===== src/rtl/key_click_decoder_pkg.sv =====
// Shared definitions for the key path: state encodings and default timing constants.
// The key filter, click decoder and LED/mode stages all import this package.
package key_click_decoder_pkg;

    typedef enum logic {
        ST_IDLE = 1'b0,
        ST_WAIT = 1'b1
    } state_e;

    // 300 ms gesture window at 50 MHz, expressed as length minus one
    localparam int unsigned CNT_W_DEF      = 24;
    localparam logic [23:0] CNT_WIN_DEF    = 24'd14_999_999;
    localparam int unsigned MAX_CLICKS_DEF = 3;
    localparam int unsigned NUM_W_DEF      = 2;

endpackage


===== src/rtl/key_win_timer.sv =====
// Window counter with clear and enable; done is registered and high while win_cnt==CNT_WIN.
// Also suitable as a long-press timer.
module key_win_timer #(
    parameter int unsigned        CNT_W   = 24,
    parameter logic [CNT_W-1:0]   CNT_WIN = '1
) (
    input  logic clk,
    input  logic rst,
    input  logic clr,
    input  logic en,
    output logic done
);

    logic [CNT_W-1:0] win_cnt;
    logic [CNT_W-1:0] cnt_nxt;

    // Saturates at CNT_WIN so the count can never wrap
    always_comb begin
        cnt_nxt = win_cnt;
        if (clr)
            cnt_nxt = '0;
        else if (en && win_cnt != CNT_WIN)
            cnt_nxt = win_cnt + 1'b1;
    end

    // done is compared against the next value so it lines up with win_cnt
    always_ff @(posedge clk) begin
        if (rst) begin
            win_cnt <= '0;
            done    <= 1'b0;
        end else begin
            win_cnt <= cnt_nxt;
            done    <= (cnt_nxt == CNT_WIN);
        end
    end

endmodule


===== src/rtl/key_click_decoder.sv =====
// Groups debounced press pulses into single/double/triple click gestures.
// Emits a one-cycle click_valid with the press count held on click_num.
module key_click_decoder
    import key_click_decoder_pkg::*;
#(
    parameter int unsigned        CNT_W      = CNT_W_DEF,
    parameter logic [CNT_W-1:0]   CNT_WIN    = CNT_W'(CNT_WIN_DEF),
    parameter int unsigned        MAX_CLICKS = MAX_CLICKS_DEF,
    parameter int unsigned        NUM_W      = NUM_W_DEF
) (
    input  logic             sys_clk,
    input  logic             sys_rst,
    input  logic             key_flag,
    output logic             click_valid,
    output logic [NUM_W-1:0] click_num,
    output logic             busy
);

    state_e           state, state_nxt;
    logic [NUM_W-1:0] click_cnt, cnt_nxt;
    logic [NUM_W-1:0] num_nxt;
    logic             valid_nxt;
    logic             win_clr, win_en, win_done;

    key_win_timer #(
        .CNT_W   (CNT_W),
        .CNT_WIN (CNT_WIN)
    ) u_win (
        .clk  (sys_clk),
        .rst  (sys_rst),
        .clr  (win_clr),
        .en   (win_en),
        .done (win_done)
    );

    always_ff @(posedge sys_clk) begin
        if (sys_rst) begin
            state       <= ST_IDLE;
            click_cnt   <= '0;
            click_valid <= 1'b0;
            click_num   <= '0;
        end else begin
            state       <= state_nxt;
            click_cnt   <= cnt_nxt;
            click_valid <= valid_nxt;
            click_num   <= num_nxt;
        end
    end

    // A press always restarts the window, so it beats a coincident timeout
    always_comb begin
        state_nxt = state;
        cnt_nxt   = click_cnt;
        valid_nxt = 1'b0;
        num_nxt   = click_num;
        win_clr   = 1'b1;
        win_en    = 1'b0;
        unique case (state)
            ST_IDLE: begin
                if (key_flag) begin
                    state_nxt = ST_WAIT;
                    cnt_nxt   = NUM_W'(1);
                end
            end
            ST_WAIT: begin
                if (key_flag) begin
                    if (int'(click_cnt) + 1 == int'(MAX_CLICKS)) begin
                        valid_nxt = 1'b1;
                        num_nxt   = NUM_W'(MAX_CLICKS);
                        cnt_nxt   = '0;
                        state_nxt = ST_IDLE;
                    end else begin
                        cnt_nxt = click_cnt + 1'b1;
                    end
                end else if (win_done) begin
                    valid_nxt = 1'b1;
                    num_nxt   = click_cnt;
                    cnt_nxt   = '0;
                    state_nxt = ST_IDLE;
                end else begin
                    win_clr = 1'b0;
                    win_en  = 1'b1;
                end
            end
            default: state_nxt = ST_IDLE;
        endcase
    end

    assign busy = (state == ST_WAIT);

endmodule

===== config.mk =====
export PLATFORM = sky130hd
export DESIGN_NAME = key_click_decoder
export DESIGN_NICKNAME = d
export VERILOG_FILES = /design/src/rtl/key_click_decoder_pkg.sv /design/src/rtl/key_win_timer.sv /design/src/rtl/key_click_decoder.sv
export SDC_FILE = /design/constraint.sdc
export NUM_CORES = 1
export LEC_CHECK = 0
export CAP_MARGIN = 25
export CORE_MARGIN = 4
export CORE_UTILIZATION = 59
export CTS_CLUSTER_SIZE = 16
export DETAILED_ROUTE_END_ITERATION = 8
export MAX_ROUTING_LAYER = met4
export PLACE_DENSITY_LB_ADDON = 0.2
export RECOVER_POWER = 50
export SYNTH_ARGS = -nofsm -noshare
export SYNTH_HDL_FRONTEND = slang
export SYNTH_HIERARCHICAL = 1
export SYNTH_SLANG_ARGS = --single-unit

===== constraint.sdc =====
create_clock -name sys_clk -period 2.9 [get_ports sys_clk]
set_input_delay 0.58 -clock sys_clk [delete_from_list [all_inputs] [get_ports sys_clk]]
set_output_delay 0.58 -clock sys_clk [all_outputs]
set_load 0.1 [all_outputs]

==> summary.txt <==
Synth
  – Syn Area/Cell: 8.77 um2
  – Post-synth ARST share: 0%
  – Post-Syn Area: 1630 um2
  – Cell variety after synth: 46
  – Ys Warns: 6
  – Synth Register Bits: 31
  – Synth Flop Type: dfxtp_1
  – Synthesized Nets: 190
  – Post-Synthesis Cells: 186
  – Post-synth EDFFs: 0
  – Register area share after synthesis: 38.0%

Global route
  – Initial antenna violation count: 0
  – First-pass GRT wire length: 6.34 mm
  – GRT Util Overall: between 20 and 25%
  – Grt ovf: 0
  – Vias in the first global route: 1,383
  – Largest net degree at the start of global routing: 23

Clock network
  – Hold buffers post-CTS: 0
  – Total CTS buffers: 5
  – Sink Count: 31
  – Post-CTS Setup Inserts: 0
  – Latest clock arrival within the worst-skew pair: roughly 0.32 ns
  – Post-cts sizing count: 0
  – Reg clk slew, reported paths: 0.08 ns
  – CTS Buffer Depth: 2
  – CTS tree: built
  – Clk root buf: clkbuf_4
  – H-tree Lvls: 2

Route
  – Wirelength per Cell: 15.3 um
  – # DRC: 0
  – Routed vias: ~1,400
  – Routed Antenna Nets: 0
  – Pre-antenna DRT Iters: 4
  – Drt initial violations: 145
  – Total wire length: 3.54 mm
  – Vias per cell: 6.11

Finish
  – P&R area growth vs syn: 9.82%
  – # fillers: 229
  – Share of cells above drive strength 1: 14.4%
  – Final Util: 69.8%
  – Final #Nets: between 200 and 250
  – N_diodes: 0

STA
  – Period minus WS final: 2.56 ns
  – Final Hold Fails: 0
  – Clk_skew: 0.00835 ns
  – RSZ-0062 raised after global routing: no
  – Slew headroom: between 20 and 25%
  – Pins Over Slew Limit: 0
  – TNS Setup: 0 ns
  – Slew @ Worst Pin: 1.17 ns
  – Max Clk Rate: 0.390 GHz
  – Final setup margin: 0.337 ns
  – Fin crit share: 88.4%
  – Final setup fails: 0

Die
  – Starting Density: 63.5%
  – Std cell rows: 18
  – DIE AREA: 3670 um2
  – Core Footprint: around 2600 um2
  – Chip Height: 60.6 um
  – Die width: slightly above 60 um
  – I/O pin count: 7

Run
  – Max Cap Viol: 0

Worst setup path
  – WS Path Type: in2reg
  – CP Data Required Time: approximately 3.1 ns
  – Crit-path max FO: 8
  – Element type at the critical path start: input pin
  – Arr. time, crit path: 2.81 ns
  – Crit. End Element: register

Placement
  – Port Buffer Count: 6
  – Final GP Congestion: between 0.9 and 1
  – Post-place setup slack: around 0.016 ns
  – Post-detail-place hpwl: roughly 2.6 mm

Min path
  – Hold WC Path Type: reg2reg

Power and ir drop
  – Static leakage: 0.615 nW
  – Peak supply drop: 0.466 mV
  – Power Density: 379 nW/um2

Run status
  – Run status: complete, no violations
## worst max-delay path, cell delays in order
cell	delay, ns
clkdlybuf4s50_1	0.44
nor3b_2	0.30
buf_4	0.21
nand4_1	0.12
or3_1	0.34
a21oi_1	0.22
o21ai_1	0.10
a2111o_1	0.37
nor4_2	0.13
## stage by stage
step           area [um2]  instances  power, mW  hold WS [ns]
2_1_floorplan        1630        186      0.462         0.492
3_3_place_gp         1770        226      0.474         0.510
3_5_place_dp         1770        226      0.475         0.516
4_1_cts              1810        232      0.698         0.545
5_1_grt              1790        232      0.717         0.556
6_report             1790        232      0.679         0.537
## final cells by class
class,count,area (um2),area share (%)
timing repair buffer,17,110,6.15
multi-input combinational,143,962,53.7
tap,30,37.5,2.09
inverter,5,18.8,1.05
sequential,31,622,34.7
clock buffer,6,41.3,2.30
## Yosys cell counts, types with 2 or more instances
master	number	area share [%]
mux2i_1	2	1.2
nor3b_1	2	0.92
o21ai_0	6	1.8
or2_2	2	0.77
dfxtp_1	31	38
nor2b_1	2	0.77
nand2_1	10	2.3
nand3_1	14	4.3
xor2_1	10	5.4
nor2_1	26	6.0
nand3b_1	2	0.92
nand4_4	2	2.6
o221a_1	2	1.4
and3_1	3	1.2
a21o_1	2	0.92
nand4b_1	3	1.6
clkbuf_1	4	0.92
nor4_1	3	1.2
a21oi_1	5	1.5
xnor2_1	9	4.8
nor3_1	4	1.2
inv_1	5	1.2
or4_4	3	2.1
nand2b_1	2	0.77
nand4_1	9	3.5
buf_2	3	0.92
## sequential cells by signal (all words and copies together) (netlist names)
| register | cells |
|---|---|
| u_win/win_cnt | 24 |
| click_cnt | 2 |
| click_num | 2 |
| busy | 1 |
| click_valid | 1 |
| u_win/done | 1 |
## cells by family after synthesis
kind of cell	Yosys count	synth area share, %
AOI/OAI and AO/OA	22	8.97
xor gates and xnor gates	20	11.2
adders and majority gates	1	0.767
buffers and inverters	12	2.99
DFF	31	38.0
muxes	2	1.23
and+or+nand+nor	98	36.8
## where the power goes
| part | leakage (nW) | switching [mW] | internal, mW |
|---|---|---|---|
| clock network | 0.0242 | 0.130 | 0.0860 |
| registers | 0.250 | 0.00440 | 0.428 |
| logic | 0.340 | 0.0208 | 0.0103 |
| total | 0.615 | 0.155 | 0.524 |
## routing by layer
metal / part of all wire, % / track usage, % / up-vias
met5: 0 / - / -
met3: 5.7 / 9.36 / 9
met1: 44 / 29.5 / 663
li1: - / - / 701
met4: 1.7 / 11.8 / 0
met2: 48 / 36.3 / 45
## layout by cell type (no fill, tap or decap), drive strengths merged, types with 3 or more instances in the layout
master,instances
a21oi,5
and3,3
buf,9
clkbuf,12
dfxtp,31
inv,5
nand2,10
nand3,14
nand3b,3
nand4,11
nand4b,3
nor2,27
nor3,5
nor3b,3
nor4,4
o21ai,8
or2,3
or4,4
xnor2,9
xor2,11
## final timing paths
check	from	endpoint	slack [ns]	cells past startpoint
setup / recovery	key_flag	u_win/done$_SDFF_PP0_	0.34	9
hold / removal	click_num[0]$_SDFFE_PP0P_	click_num[0]$_SDFFE_PP0P_	0.54	1
setup reg to reg	u_win/win_cnt[0]$_SDFF_PP0_	u_win/done$_SDFF_PP0_	0.43	7
hold reg to reg	click_num[0]$_SDFFE_PP0P_	click_num[0]$_SDFFE_PP0P_	0.54	1
Power figures use the tool's default switching activity.
